### src/rtl/gray_pkg.sv
// Gray/binary conversion helpers shared by Gray counters and async FIFO
// pointer logic. Values are carried in 32-bit containers, w gives live bits.
package gray_pkg;

    localparam int GRAY_MAX_WIDTH = 32;

    // Mask with the low w bits set; w outside 1..32 saturates to 32.
    function automatic logic [31:0] gray_mask(input int w);
        logic [31:0] m;
        if (w >= GRAY_MAX_WIDTH || w <= 0) begin
            m = '1;
        end else begin
            m = (32'd1 << w) - 32'd1;
        end
        return m;
    endfunction

    function automatic logic [31:0] bin2gray(input logic [31:0] b,
                                             input int w);
        logic [31:0] bm;
        bm = b & gray_mask(w);
        return bm ^ (bm >> 1);
    endfunction

    // bin[i] = XOR of gray[MSB:i]; bits above w are zeroed first so
    // they cannot leak into the prefix XOR.
    function automatic logic [31:0] gray2bin(input logic [31:0] g,
                                             input int w);
        logic [31:0] gm;
        logic [31:0] b;
        gm = g & gray_mask(w);
        b = '0;
        b[GRAY_MAX_WIDTH-1] = gm[GRAY_MAX_WIDTH-1];
        for (int i = GRAY_MAX_WIDTH - 2; i >= 0; i--) begin
            b[i] = b[i+1] ^ gm[i];
        end
        return b;
    endfunction

endpackage

### src/rtl/gray_updown_counter.sv
// Up/down Gray counter with clear, Gray load and wrap/saturate boundary.
// Ports: clk, resetn, en, up, clr, load, load_gray -> gray_out, bin_out,
//        at_min, at_max, bound (all outputs registered, 1-cycle latency).
module gray_updown_counter
    import gray_pkg::*;
#(
    parameter int WIDTH = 4,
    parameter bit WRAP  = 1'b1
) (
    input  logic             clk,
    input  logic             resetn,
    input  logic             en,
    input  logic             up,
    input  logic             clr,
    input  logic             load,
    input  logic [WIDTH-1:0] load_gray,
    output logic [WIDTH-1:0] gray_out,
    output logic [WIDTH-1:0] bin_out,
    output logic             at_min,
    output logic             at_max,
    output logic             bound
);

    localparam logic [WIDTH-1:0] CNT_MAX = '1;
    localparam logic [WIDTH:0]   ONE     = {{WIDTH{1'b0}}, 1'b1};

    logic [WIDTH-1:0] load_bin;
    logic [WIDTH:0]   sum;
    logic [WIDTH-1:0] nxt_bin;
    logic             nxt_bound;

    assign load_bin = WIDTH'(gray2bin(32'(load_gray), WIDTH));

    // The extra MSB of sum is the carry (up) or borrow (down); in wrap
    // mode it flags the wrap, in saturate mode the stored flags decide.
    always_comb begin
        nxt_bin   = bin_out;
        nxt_bound = 1'b0;
        sum       = up ? ({1'b0, bin_out} + ONE) : ({1'b0, bin_out} - ONE);
        if (clr) begin
            nxt_bin = '0;
        end else if (load) begin
            nxt_bin = load_bin;
        end else if (en) begin
            if (WRAP) begin
                nxt_bin   = sum[WIDTH-1:0];
                nxt_bound = sum[WIDTH];
            end else if (up ? at_max : at_min) begin
                nxt_bound = 1'b1;
            end else begin
                nxt_bin = sum[WIDTH-1:0];
            end
        end
    end

    always_ff @(posedge clk or negedge resetn) begin
        if (!resetn) begin
            bin_out  <= '0;
            gray_out <= '0;
            at_min   <= 1'b1;
            at_max   <= 1'b0;
            bound    <= 1'b0;
        end else begin
            bin_out  <= nxt_bin;
            gray_out <= WIDTH'(bin2gray(32'(nxt_bin), WIDTH));
            at_min   <= (nxt_bin == '0);
            at_max   <= (nxt_bin == CNT_MAX);
            bound    <= nxt_bound;
        end
    end

    a_gray_view: assert property (
        @(posedge clk) disable iff (!resetn)
        gray_out == (bin_out ^ (bin_out >> 1))
    );

    a_flags_excl: assert property (
        @(posedge clk) disable iff (!resetn)
        !(at_min && at_max)
    );

    a_one_bit_step: assert property (
        @(posedge clk) disable iff (!resetn)
        (en && !clr && !load) |=>
            ($countones($past(gray_out) ^ gray_out) ==
             (($past(bin_out) != bin_out) ? 1 : 0))
    );

endmodule

### config.mk
export PLATFORM = sky130hd
export DESIGN_NAME = gray_updown_counter
export DESIGN_NICKNAME = d
export VERILOG_FILES = /design/src/rtl/gray_pkg.sv /design/src/rtl/gray_updown_counter.sv
export SDC_FILE = /design/constraint.sdc
export NUM_CORES = 1
export LEC_CHECK = 0
export ABC_AREA = 1
export CAP_MARGIN = 15
export CORE_UTILIZATION = 44
export DETAILED_ROUTE_END_ITERATION = 8
export PLACE_DENSITY_LB_ADDON = 0.05
export SLEW_MARGIN = 20
export SYNTH_ARGS = -nofsm -noshare
export SYNTH_HDL_FRONTEND = slang
export SYNTH_SLANG_ARGS = --single-unit
### constraint.sdc
create_clock -name clk -period 2.1 [get_ports clk]
set_input_delay 0.42 -clock clk [delete_from_list [all_inputs] [get_ports clk]]
set_output_delay 0.42 -clock clk [all_outputs]
set_load 0.01 [all_outputs]
==> reports/qor.yml <==
run_status: "finished clean"
clock_latency_ns: 0.26
setup_viol: 0
max_cap_viol_count: 0
place.gp.congestion: 0.7641
worstMarginPinSlew_ns: 0.4339
die_x_um: 40.93
cts_hold_buf: 0
fin_cells: 129
grt_max_degree: 11
reg2regPathDepth: 7
first_pass_iters: 4
port_buffers: 20
io-pin-count: 21
areaGrowthSynthToFinish_pct: 43.90
synthCells: 85
clock-root-buffer: "clkbuf_4"
layout_commonest_cell: "nand2_1"
grt-ovfl-total: 0
die-area_um2: 1675
grt_pass1_wl_mm: 2.014
fin_tns_setup_ns: 0
finalHoldViolations: 0
fin_worst_skew_ns: 0.003021
hpwl_mm: 1.050
rows: 13
crit_type: "in -> reg"
synth_area_um2: 666.9
seqCellArea_um2: 251.5
drv_slew: 0
final_nets: 133
holdCritPathClass: "in -> async"
startpoint: "up"
post-cts-setup-buffers: 0
drive_above_1_share: 0.1930
numCtsBuffers: 3
clockBufferDepth: 2
grt_pass1_vias: 520
crit_required_ns: 2.25
rr_endpoint: "gray_out[0]"
final_cell_mix: "nand2_1 (24), clkdlybuf4s50_1 (20), inv_1 (12), nand3_1 (10), dfrtp_1 (9)"
worstPathMaxFanout: 4
peakVddDrop_mv: 0.5335
rsz0062_at_grt: "no"
crit_path_end: "gray_out[0]"
drc: 0
r2r_slack_ns: 0.40
p_per_area_nw_per_um2: 619.1
r2r-start: "bin_out[0]"
yosys_register_bits: 10
core_area_um2: 1350
fin_util: 0.7108
dieHeight_um: 40.93
tritoncts: "done"
synth_seq_area_share: 0.3771
synth_cell_types: 18
track_usage: 0.1896
avgViaCountPerCell: 4.767
crit_path_end_kind: "flip-flop"
yosysWarningCount: 0
ctsResizeCount: 0
place_inst: 125
clkSinkCount: 10
vias: 615
ant_nets: 0
diodes: 0
period_minus_slack_ns: 1.963
fillers: 117
syn_avg_cell_area_um2: 7.846
drt-initial-drc-count: 1
critPathArrivalTime_ns: 2.11
htreeDepth: 1
fmax_mhz: 509.4
clk_pin_slew_worst_paths_ns: 0.07
drt_wl_total_mm: 1.268
wl_per_cell_um: 9.829
start_util: 0.4940
antenna_found_initial: 0
finalPower_mw: 0.5941
multi_input_area_um2: 344.1
synthesis.nets: 103
start_kind: "input pin"
finalCritPeriodShare: 0.9347
p_leak_nw: 0.5246
slew-limit-headroom: 0.7098
-- cells by family (layout without fill, tap and decap cells) --
logic type / after synthesis / count (layout) / synth area share
AND/OR/NAND/NOR: 42 / 42 / 0.2852
adder cells (fa/ha/maj): 8 / 8 / 0.1613
AO/OA/AOI/OAI: 5 / 5 / 0.04316
buffers and inverters: 18 / 47 / 0.1069
XOR/XNOR: 2 / 2 / 0.02627
flip-flops: 10 / 10 / 0.3771
-- worst min path at each step --
stage / end / start / slack [ns] / depth (start not counted)
floorplan: at_max / resetn / 0.12 / 0
global route: bin_out[2] / resetn / 0.49 / 1
finish: bin_out[2] / resetn / 0.46 / 1
global placement: bound / resetn / 0.75 / 1
CTS: bin_out[3] / resetn / 0.47 / 1
detailed placement: bin_out[1] / bin_out[1] / 0.75 / 4
-- per-layer routing --
| layer | up-vias | GRT usage | share of wire | routed length [µm] |
|---|---|---|---|---|
| li1 | 320 | - | - | - |
| met1 | 273 | 0.2290 | 0.48 | 604 |
| met2 | 22 | 0.3164 | 0.46 | 577 |
| met3 | 0 | 0.09783 | 0.068 | 86 |
| met4 | 0 | 0 | 0 | 0 |
| met5 | - | 0 | 0 | 0 |
-- state kept, by name (all words and copies together) (netlist names) --
name and count:
gray_out 3, bound 1, at_min 1, at_max 1, bin_out 4
-- per-stage QoR --
step	hold WS, ns	area, µm²	setup WS [ns]
floorplan	0.1244	666.9	0.3856
global placement	0.7520	923.4	-0.1338
detailed placement	0.7496	923.4	-0.1392
CTS	0.4709	959.7	0.1282
global route	0.4854	959.7	0.03462
finish	0.4604	959.7	0.1371
-- where the power goes --
| part | switching, mW | internal [mW] |
|---|---|---|
| Combinational | 0.0924 | 0.102 |
| Sequential | 0.0129 | 0.215 |
| Clock | 0.0662 | 0.105 |
-- synthesized netlist by cell type, drive strengths merged --
cell type | instances | area, µm²
a21oi | 5 | 28.78
ha | 7 | 87.58
xor2 | 1 | 8.760
dfrtp | 9 | 225.2
buf | 1 | 7.510
nand2 | 27 | 108.9
dfstp | 1 | 26.28
fa | 1 | 20.02
nor2 | 3 | 13.77
inv | 17 | 63.81
xnor2 | 1 | 8.760
nand3b | 1 | 7.510
nand3 | 11 | 60.06
-- cell type report --
cell class / count / area share
flip-flops and latches: 10 / 0.2621
inverters: 17 / 0.06649
repair buffers: 26 / 0.2555
multi-input cells: 57 / 0.3585
clock buffers: 4 / 0.03781
well taps: 15 / 0.01956
-- critical path, stage by stage --
cell and delay, ns:
clkdlybuf4s50_1 0.45, inv_1 0.09, fa_1 0.55, nand2_1 0.05, nand2_1 0.07, nand3_1 0.08
nand2_2 0.11, inv_2 0.04, ha_1 0.26
No activity file was read; power rests on OpenSTA's default activity.
